<file path="src/rtl/regbank128_n_if.sv">
// regbank128_n bus: write port, clear strobe, read handshake
// and the parallel entry array that feeds the 128:1 mux.
interface regbank128_n_if #(
  parameter int n = 4
);
  logic         wr_en_i;
  logic [6:0]   wr_addr_i;
  logic [n-1:0] wr_data_i;
  logic         clr_i;
  logic         rd_valid_i;
  logic [6:0]   rd_addr_i;
  logic         rd_ready_o;
  logic         rd_valid_o;
  logic [n-1:0] rd_data_o;
  logic         rd_ready_i;
  logic         busy_o;
  logic [n-1:0] data_o [128];

  modport master (
    output wr_en_i, wr_addr_i, wr_data_i,
    output clr_i, rd_valid_i, rd_addr_i,
    output rd_ready_i,
    input  rd_ready_o, rd_valid_o, rd_data_o,
    input  busy_o, data_o
  );

  modport slave (
    input  wr_en_i, wr_addr_i, wr_data_i,
    input  clr_i, rd_valid_i, rd_addr_i,
    input  rd_ready_i,
    output rd_ready_o, rd_valid_o, rd_data_o,
    output busy_o, data_o
  );
endinterface

</file>
<file path="src/rtl/regbank128_n.sv">
// 128 x n register bank with registered read port,
// valid/ready handshake and a one-entry-per-cycle clear sweep.
module mux128to1_n #(
  parameter int n = 4
) (
  input  logic [n-1:0] data_i [128],
  input  logic [6:0]   sel,
  output logic [n-1:0] y
);
  assign y = data_i[sel];
endmodule

module regbank128_n #(
  parameter int n = 4
) (
  input  logic           clk_i,
  input  logic           rst_ni,
  regbank128_n_if.slave  bus
);
  localparam int address = 7;

  localparam logic [0:0] IDLE  = 1'b0;
  localparam logic [0:0] CLEAR = 1'b1;

  logic [n-1:0]       mem [128];
  logic [0:0]         state;
  logic [address-1:0] cnt;
  logic [n-1:0]       mux_y;
  logic [n-1:0]       rd_data;
  logic               rd_valid;
  logic               busy;
  logic               rd_ready;
  logic               rd_acc;

  mux128to1_n #(.n(n)) u_mux (
    .data_i (mem),
    .sel    (bus.rd_addr_i),
    .y      (mux_y)
  );

  assign busy     = (state == CLEAR);
  assign rd_ready = !busy && (!rd_valid || bus.rd_ready_i);
  assign rd_acc   = bus.rd_valid_i && rd_ready;

  always_ff @(posedge clk_i or negedge rst_ni) begin
    if (!rst_ni) begin
      for (int i = 0; i < 128; i++) mem[i] <= '0;
      state <= IDLE;
      cnt   <= '0;
    end else begin
      unique case (state)
        IDLE: begin
          // clear takes priority over a same-cycle write
          if (bus.clr_i) begin
            state <= CLEAR;
            cnt   <= '0;
          end else if (bus.wr_en_i) begin
            mem[bus.wr_addr_i] <= bus.wr_data_i;
          end
        end
        CLEAR: begin
          mem[cnt] <= '0;
          cnt      <= cnt + 1'b1;
          if (cnt == 7'd127) state <= IDLE;
        end
        default: state <= IDLE;
      endcase
    end
  end

  always_ff @(posedge clk_i or negedge rst_ni) begin
    if (!rst_ni) begin
      rd_valid <= 1'b0;
      rd_data  <= '0;
    end else if (rd_acc) begin
      rd_valid <= 1'b1;
      rd_data  <= mux_y;
    end else if (bus.rd_ready_i) begin
      rd_valid <= 1'b0;
    end
  end

  assign bus.rd_ready_o = rd_ready;
  assign bus.rd_valid_o = rd_valid;
  assign bus.rd_data_o  = rd_data;
  assign bus.busy_o     = busy;

  for (genvar g = 0; g < 128; g++) begin : g_out
    assign bus.data_o[g] = mem[g];
  end
endmodule

</file>
<file path="src/flat_wrapper.sv">
// flat-port wrapper written by rule: the top's interface ports become plain ports
module regbank128_n_flat 
#(
  parameter int n = 4
)
  (clk_i, rst_ni, bus_wr_en_i, bus_wr_addr_i, bus_wr_data_i, bus_clr_i, bus_rd_valid_i, bus_rd_addr_i, bus_rd_ready_i, bus_rd_ready_o, bus_rd_valid_o, bus_rd_data_o, bus_busy_o, bus_data_o);
  regbank128_n_if #(.n(n)) bus_i ();
  input  logic clk_i;
  input  logic rst_ni;
  input wire logic [$bits(bus_i.wr_en_i)-1:0] bus_wr_en_i;
  input wire logic [$bits(bus_i.wr_addr_i)-1:0] bus_wr_addr_i;
  input wire logic [$bits(bus_i.wr_data_i)-1:0] bus_wr_data_i;
  input wire logic [$bits(bus_i.clr_i)-1:0] bus_clr_i;
  input wire logic [$bits(bus_i.rd_valid_i)-1:0] bus_rd_valid_i;
  input wire logic [$bits(bus_i.rd_addr_i)-1:0] bus_rd_addr_i;
  input wire logic [$bits(bus_i.rd_ready_i)-1:0] bus_rd_ready_i;
  output wire logic [$bits(bus_i.rd_ready_o)-1:0] bus_rd_ready_o;
  output wire logic [$bits(bus_i.rd_valid_o)-1:0] bus_rd_valid_o;
  output wire logic [$bits(bus_i.rd_data_o)-1:0] bus_rd_data_o;
  output wire logic [$bits(bus_i.busy_o)-1:0] bus_busy_o;
  output wire logic [$bits(bus_i.data_o)-1:0] bus_data_o;
  assign bus_i.wr_en_i = bus_wr_en_i;
  assign bus_i.wr_addr_i = bus_wr_addr_i;
  assign bus_i.wr_data_i = bus_wr_data_i;
  assign bus_i.clr_i = bus_clr_i;
  assign bus_i.rd_valid_i = bus_rd_valid_i;
  assign bus_i.rd_addr_i = bus_rd_addr_i;
  assign bus_i.rd_ready_i = bus_rd_ready_i;
  assign bus_rd_ready_o = bus_i.rd_ready_o;
  assign bus_rd_valid_o = bus_i.rd_valid_o;
  assign bus_rd_data_o = bus_i.rd_data_o;
  assign bus_busy_o = bus_i.busy_o;
  assign bus_data_o = {>>{bus_i.data_o}};
  regbank128_n #(.n(n)) u_core (.clk_i(clk_i), .rst_ni(rst_ni), .bus(bus_i));
endmodule
</file>
<file path="config.mk">
export PLATFORM = sky130hd
export DESIGN_NAME = regbank128_n_flat
export DESIGN_NICKNAME = d
export VERILOG_FILES = /design/src/rtl/regbank128_n_if.sv /design/src/rtl/regbank128_n.sv /design/src/flat_wrapper.sv
export SDC_FILE = /design/constraint.sdc
export NUM_CORES = 1
export LEC_CHECK = 0
export BUFFER_PORTS_ARGS = -buffer_cell sky130_fd_sc_hd__buf_4
export CORE_MARGIN = 5
export CORE_UTILIZATION = 36
export CTS_CLUSTER_DIAMETER = 100
export DETAILED_ROUTE_END_ITERATION = 10
export PLACE_DENSITY_LB_ADDON = 0.12
export SETUP_SLACK_MARGIN = 0.02
export SYNTH_ARGS = -nofsm -noshare
export SYNTH_HDL_FRONTEND = slang
export SYNTH_SLANG_ARGS = --single-unit
export TNS_END_PERCENT = 100
</file>
<file path="constraint.sdc">
create_clock -name clk_i -period 2.5 [get_ports clk_i]
set_input_delay 0.25 -clock clk_i [delete_from_list [all_inputs] [get_ports clk_i]]
set_output_delay 0.25 -clock clk_i [all_outputs]
set_load 0.05 [all_outputs]
</file>
Yosys cells after proc, flatten, opt, wreduce, memory -nomap -nowiden

Cells that the tools add are included.

Logic and storage cells: 175
Input bits: 24
Register bits: 525
Output and inout bits: 519

Eq/ne operators: 4
Bitwise logic cells: 6
Muxes and demuxes: 18
$lt $le $gt $ge: 5
Reduce and logical (&&, ||, !) cells: 9
$add $sub $neg: 1

Operators with widths:

| cell                                                       | number |
|---|---|
| two-way mux 512 bit                                        | 2 |
| one-hot mux 512 bit (2 select lines)                       | 1 |
| bitwise AND 512 bit                                        | 1 |
| bitwise mux 512 bit                                        | 1 |
| inverter 512 bit                                           | 1 |
| demux 4 bit (select 7 bit)                                 | 2 |
| binary-select mux 4 bit (select 7 bit)                     | 1 |
| greater-or-equal comparator 8 bit, second input constant   | 3 |
| inverter 7 -> 8 bit                                        | 3 |
| less-than comparator 8 x 1 -> 1 bit, second input constant | 2 |
| two-way mux 4 bit                                          | 4 |
| one-hot mux 7 bit (2 select lines)                         | 1 |
| adder 7 x 1 -> 7 bit, second input constant                | 1 |
| == test 7 bit, second input constant                       | 1 |
| two-way mux 7 bit                                          | 1 |
| inequality test 2 bit, second input constant               | 3 |
| logical AND 1 bit                                          | 4 |
| two-way mux 1 bit                                          | 4 |
| zero test 1 bit                                            | 2 |
| one-hot mux 1 bit (2 select lines)                         | 1 |
| AND reduction 2 bit                                        | 1 |
| nonzero test 2 bit                                         | 1 |
| logical OR 1 bit                                           | 1 |
| inverter 1 bit                                             | 1 |

Logic depth before layout (Yosys ltp)

Depth after elaboration: 9
Mapped depth: 10
Gate-level depth less buffers: 6

By module

From an unflattened synthesis, not the netlist that was laid out.

Cells, all modules: 2180
Area, all modules: 27243.6 um^2

By module, submodules not included:

| module       | cells each | seq. area each (um^2) | area an instance (um^2) | times used |
|---|---|---|---|---|
| regbank128_n | 1971       | 13137.6               | 23251.0                 | 1 |
| mux128to1_n  | 209        | 0.0                   | 3992.6                  | 1 |

Least setup slack after synthesis

OpenSTA, ideal clock, no wires.

Path type: reg-to-reg
Start: register u_core.state (netlist: u_core.bus.busy_o)
End: register u_core.rd_data[1] (netlist: u_core.bus.rd_data_o[1])
Library setup time: 0.067 ns
Buffers on the path: 0
Stages on the path, launching flop included: 5
Data arrival time: 2.268 ns
Period minus slack after synthesis: 2.335 ns
Required time: 2.433 ns
Setup slack: 0.165 ns
Cell sequence: dfrtp_1 > a21oi_1 > nand2_1 > a221oi_1 > a22o_1

Word-level cells in the longest chain between the ends: 3

RTL lines:

| element                  | RTL line           | source |
|---|---|---|
| start: declaration       | regbank128_n.sv:26 | `logic [0:0] state;` |
| start signal: assignment | regbank128_n.sv:48 | `state <= IDLE;` |
| start signal: assignment | regbank128_n.sv:55 | `state <= CLEAR;` |
| start signal: assignment | regbank128_n.sv:64 | `if (cnt == 7'd127) state <= IDLE;` |
| zero test 1 bit          | regbank128_n.sv:42 | `assign rd_ready = !busy && (!rd_valid \|\| bus.rd_ready_i);` |
| logical AND 1 bit        | regbank128_n.sv:42 |  |
| named net bus_rd_ready_o | flat_wrapper.sv:17 | `output wire logic [$bits(bus_i.rd_ready_o)-1:0] bus_rd_ready_o;` |
| logical AND 1 bit        | regbank128_n.sv:43 | `assign rd_acc = bus.rd_valid_i && rd_ready;` |
| end signal: assignment   | regbank128_n.sv:77 | `rd_data <= mux_y;` |
| end: declaration         | regbank128_n.sv:29 | `logic [n-1:0] rd_data;` |

The timed path passes the listed nets, and every way through them passes these cells.
A chain may end at the register's enable or synchronous reset.

Final worst setup path

Start: register u_core.mem (netlist bit u_core.bus.data_o[262])
End: register u_core.rd_data[2] (netlist: u_core.bus.rd_data_o[2])

Word-level cells in the longest chain between the ends: 3

RTL lines:

| element                                               | RTL line           | source |
|---|---|---|
| start: declaration                                    | regbank128_n.sv:25 | `logic [n-1:0] mem [128];` |
| start signal: indexed assignment                      | regbank128_n.sv:58 | `mem[bus.wr_addr_i] <= bus.wr_data_i;` |
| binary-select mux 4 bit (select 7 bit)                | regbank128_n.sv:10 | `assign y = data_i[sel];` |
| two-way mux 4 bit (implied by the code) (2 in series) | regbank128_n.sv:10 |  |

Every way passes these cells. The select of a mux whose other input is x is not followed.

==> qor.tcl <==
set qor(leakage_nw) 15.4
set qor(global_route_wire_length_before_repair_um) 174000
set qor(cts-htree-levels) 2
set qor(clockBufferDepth) 3
set qor(postRouteAntennaNets) 0
set qor(yosys_register_bits) 525
set qor(timing.final.max_slew_violations) 0
set qor(boundaryPins) 543
set qor(endpoint) {u_core.bus.rd_data_o[2]$_DFFE_PN0P_}
set qor(async_reset_ff_share_pct) 100
set qor(regToRegSetupSlack_ps) 110
set qor(final-setup-viol-count) 0
set qor(globalRoute.totalOverflow) 0
set qor(fin_nets) 3282
set qor(remaining_drc_errors) 0
set qor(drt-initial-drc-count) 2838
set qor(die_area_um2) 75300
set qor(synth_most_common_cell) {sky130_fd_sc_hd__nand2_1}
set qor(post_cts.repair.setup_buffers) 0
set qor(critPathMaxStageDelay_ps) 510
set qor(cts_tree) {done}
set qor(rr_worst_depth) 7
set qor(hold_ws_ps) 57.9
set qor(placed_cells) 4134
set qor(groute.usage.overall_pct) 31.5
set qor(starting_density_pct) 36.1
set qor(syn-instance-count) 2618
set qor(globalplace.congestion) 0.955
set qor(path_depth) 7
set qor(yosysTopAreaCellShare_pct) 52.2
set qor(rsz0062_at_grt) {false}
set qor(grt_start_max_net_pins) 97
set qor(layout-area-overhead-vs-synth_pct) 33.0
set qor(buffer_ports.inserted) 542
set qor(post_synth_most_frequent_cells) {sky130_fd_sc_hd__nand2_1, sky130_fd_sc_hd__dfrtp_1, sky130_fd_sc_hd__o21ai_0}
set qor(drive_gt1_share_pct) 27.6
set qor(final_hold_violations) 0
set qor(maxCapViolations) 0
set qor(outcome) {finished, final reports clean}
set qor(die_height_um) 274
set qor(detailroute.via_count) 24700
set qor(synth.yosys.seq_area_share_pct) 52.2
set qor(synthesis.area_per_instance_um2) 9.61
set qor(post-route-cell-area_um2) 33500
set qor(capturing_element_type_of_the_critical_path) {register}
set qor(path_cells) {mux4_1 > mux2_2 > nand2_1 > a41o_1 > nor4bb_4 > buf_4 > o41ai_2}
set qor(firstDrtPassIters) 9
set qor(headroom_to_the_max_slew_limit_pct) 50.0
set qor(via_count_normalized_by_instance_count) 5.81
set qor(design.core.area_um2) 69700
set qor(critical_path_peak_fanout) 3
set qor(clock.fmax_mhz) 419
set qor(antenna_found_initial) 2
set qor(timing.critical_path.required_ps) 3010
set qor(crit_type) {reg2reg}
set qor(arrival_ps) 2900
set qor(synth_area_leaders) {sky130_fd_sc_hd__dfrtp_1, sky130_fd_sc_hd__o21ai_0, sky130_fd_sc_hd__nand2_1}
set qor(clk_latency_ps) 640
set qor(postRouteWirelength_um) 122000
set qor(worst_setup_path_start_kind) {register}
set qor(clock_sink_count) 525
set qor(cts_inserted_buffers) 58
set qor(post-synth-top-area-cell) {sky130_fd_sc_hd__dfrtp_1}
set qor(timing.rr.start) {u_core.bus.data_o[262]$_DFFE_PN0P_}
set qor(worst_pin_slew_ps) 749
set qor(wl_per_cell_um) 28.8
set qor(synth_area_um2) 25200
set qor(finalCriticalPeriod_ps) 2390
set qor(power-per-cell-area_nw_per_um2) 875
set qor(grt_pass1_vias) 24300
set qor(worst_ir_drop_vdd_v) 0.000598
set qor(clock-root-buffer) {sky130_fd_sc_hd__clkbuf_16}
set qor(critical_path_buf_inv_count) 1
set qor(timing.critical_path.slowest_stage_cell) {sky130_fd_sc_hd__mux4_1}
set qor(finalClockSkew_ps) 22.9
set qor(estimated_wirelength_of_the_detail_placed_design_um) 89000
set qor(postSynth.topFlopCell) {sky130_fd_sc_hd__dfrtp_1}
set qor(yosys_warnings) 0
set qor(hp-class) {in2reg}
set qor(path_clk_slew_ps) 70
set qor(finalCritPeriodShare_pct) 95.6
set qor(final-instance-count-excl-fill) 4245
set qor(num_rows) 97
set qor(timing.rr.end) {u_core.bus.rd_data_o[2]$_DFFE_PN0P_}
set qor(timing.critical_path.from) {u_core.bus.data_o[262]$_DFFE_PN0P_}
set qor(die_width_um) 274
set qor(postSynthNetCount) 2643
set qor(synth_cell_types) 57
set qor(placedInstanceArea_um2) 31400
set qor(synth-edff-count) 0
set qor(timing.critical_path.max_delay_family) {multiplexers}
## sequential cells by signal, indices dropped and copies added (netlist names)
name	flops
u_core.cnt	7
u_core.bus.rd_data_o	4
u_core.bus.data_o	512
u_core.bus.rd_valid_o	1
u_core.bus.busy_o	1
## stage by stage
step | utilization, % | setup WS (ps) | TNS (ps) | power [mW]
after CTS | 48.0 | 55.0 | 0 | 29.3
after floorplan | - | 165 | 0 | 15.6
after global routing | 48.0 | 84.5 | 0 | 30.2
final | 48.0 | 111 | 0 | 29.3
after detailed placement | 45.0 | -289 | -778 | 20.1
after global placement | 45.0 | -334 | -776 | 20.0
## worst min-delay path by stage
| stage | from | endpoint | cells after the start |
|---|---|---|---|
| 5_1_grt | bus_rd_valid_i | u_core.bus.rd_valid_o$_DFFE_PN0P_ | 4 |
| 2_1_floorplan | rst_ni | u_core.bus.busy_o$_DFF_PN0_ | 0 |
| 3_5_place_dp | rst_ni | u_core.bus.data_o[223]$_DFFE_PN0P_ | 1 |
| 4_1_cts | bus_rd_valid_i | u_core.bus.rd_valid_o$_DFFE_PN0P_ | 4 |
| 3_3_place_gp | rst_ni | u_core.bus.data_o[208]$_DFFE_PN0P_ | 1 |
| 6_report | bus_rd_valid_i | u_core.bus.rd_valid_o$_DFFE_PN0P_ | 4 |
## worst reg2reg max path, cell delays in order, from the launching register on
cell and delay (ps):
sky130_fd_sc_hd__dfrtp_1 470, sky130_fd_sc_hd__mux4_1 510, sky130_fd_sc_hd__mux2_2 300, sky130_fd_sc_hd__nand2_1 70
sky130_fd_sc_hd__a41o_1 290, sky130_fd_sc_hd__nor4bb_4 400, sky130_fd_sc_hd__buf_4 170, sky130_fd_sc_hd__o41ai_2 70
## power by group
part	internal [mW]	total, mW	switching (mW)
sequential	9.45	11.1	1.63
combinational	2.57	9.02	6.45
clock	5.51	9.17	3.66
total	17.5	29.3	11.7
## layout make-up
cell class	instances	area [um^2]
Clock inverter	15	228
Clock buffer	90	1800
Antenna cell	3	7.51
Timing Repair Buffer	716	5760
Multi-Input combinational cell	1947	11300
Sequential cell	525	13100
Fill cell	6655	36200
Tap cell	940	1180
Inverter	9	33.8
## metal layers
| layer | vias up | GRT usage, % | wire length [um] |
|---|---|---|---|
| met1 | 12400 | 42.5 | 49400 |
| li1 | 10700 | - | - |
| met5 | - | 0 | 0 |
| met4 | 0 | 11.2 | 4700 |
| met2 | 1314 | 50.5 | 57100 |
| met3 | 232 | 6.61 | 10800 |
## cell families after synthesis
family / count (synthesis) / share of synthesized area, %
simple gates: 1109 / 19.3
mux: 196 / 11.6
compound gates: 638 / 13.7
fa+ha+maj: 1 / 0.0497
xor+xnor: 3 / 0.104
buf+inv: 146 / 3.03
flops: 525 / 52.2
## placed cells by master (no fill, tap or decap), types with 5 or more instances in the layout
master,count
sky130_fd_sc_hd__a21oi_1,30
sky130_fd_sc_hd__a221oi_1,7
sky130_fd_sc_hd__a22oi_1,39
sky130_fd_sc_hd__and3_1,7
sky130_fd_sc_hd__buf_12,29
sky130_fd_sc_hd__buf_4,681
sky130_fd_sc_hd__bufinv_16,6
sky130_fd_sc_hd__clkbuf_1,13
sky130_fd_sc_hd__clkbuf_16,61
sky130_fd_sc_hd__clkbuf_8,17
sky130_fd_sc_hd__clkinv_2,8
sky130_fd_sc_hd__dfrtp_1,525
sky130_fd_sc_hd__inv_1,5
sky130_fd_sc_hd__mux2_2,10
sky130_fd_sc_hd__mux2i_1,113
sky130_fd_sc_hd__mux4_1,5
sky130_fd_sc_hd__mux4_2,68
sky130_fd_sc_hd__nand2_1,541
sky130_fd_sc_hd__nand2b_1,22
sky130_fd_sc_hd__nand3_1,402
sky130_fd_sc_hd__nor2_1,73
sky130_fd_sc_hd__nor2_2,12
sky130_fd_sc_hd__nor2b_1,10
sky130_fd_sc_hd__nor3_1,15
sky130_fd_sc_hd__o21ai_0,521
## repair_timing
item	CTS	global route
pin swaps	0	0
resized for setup	1	1
setup endpoints to repair	1	1
hold buffers	3	0
hold endpoints to repair	182	0
Power figures use the tool's default switching activity.
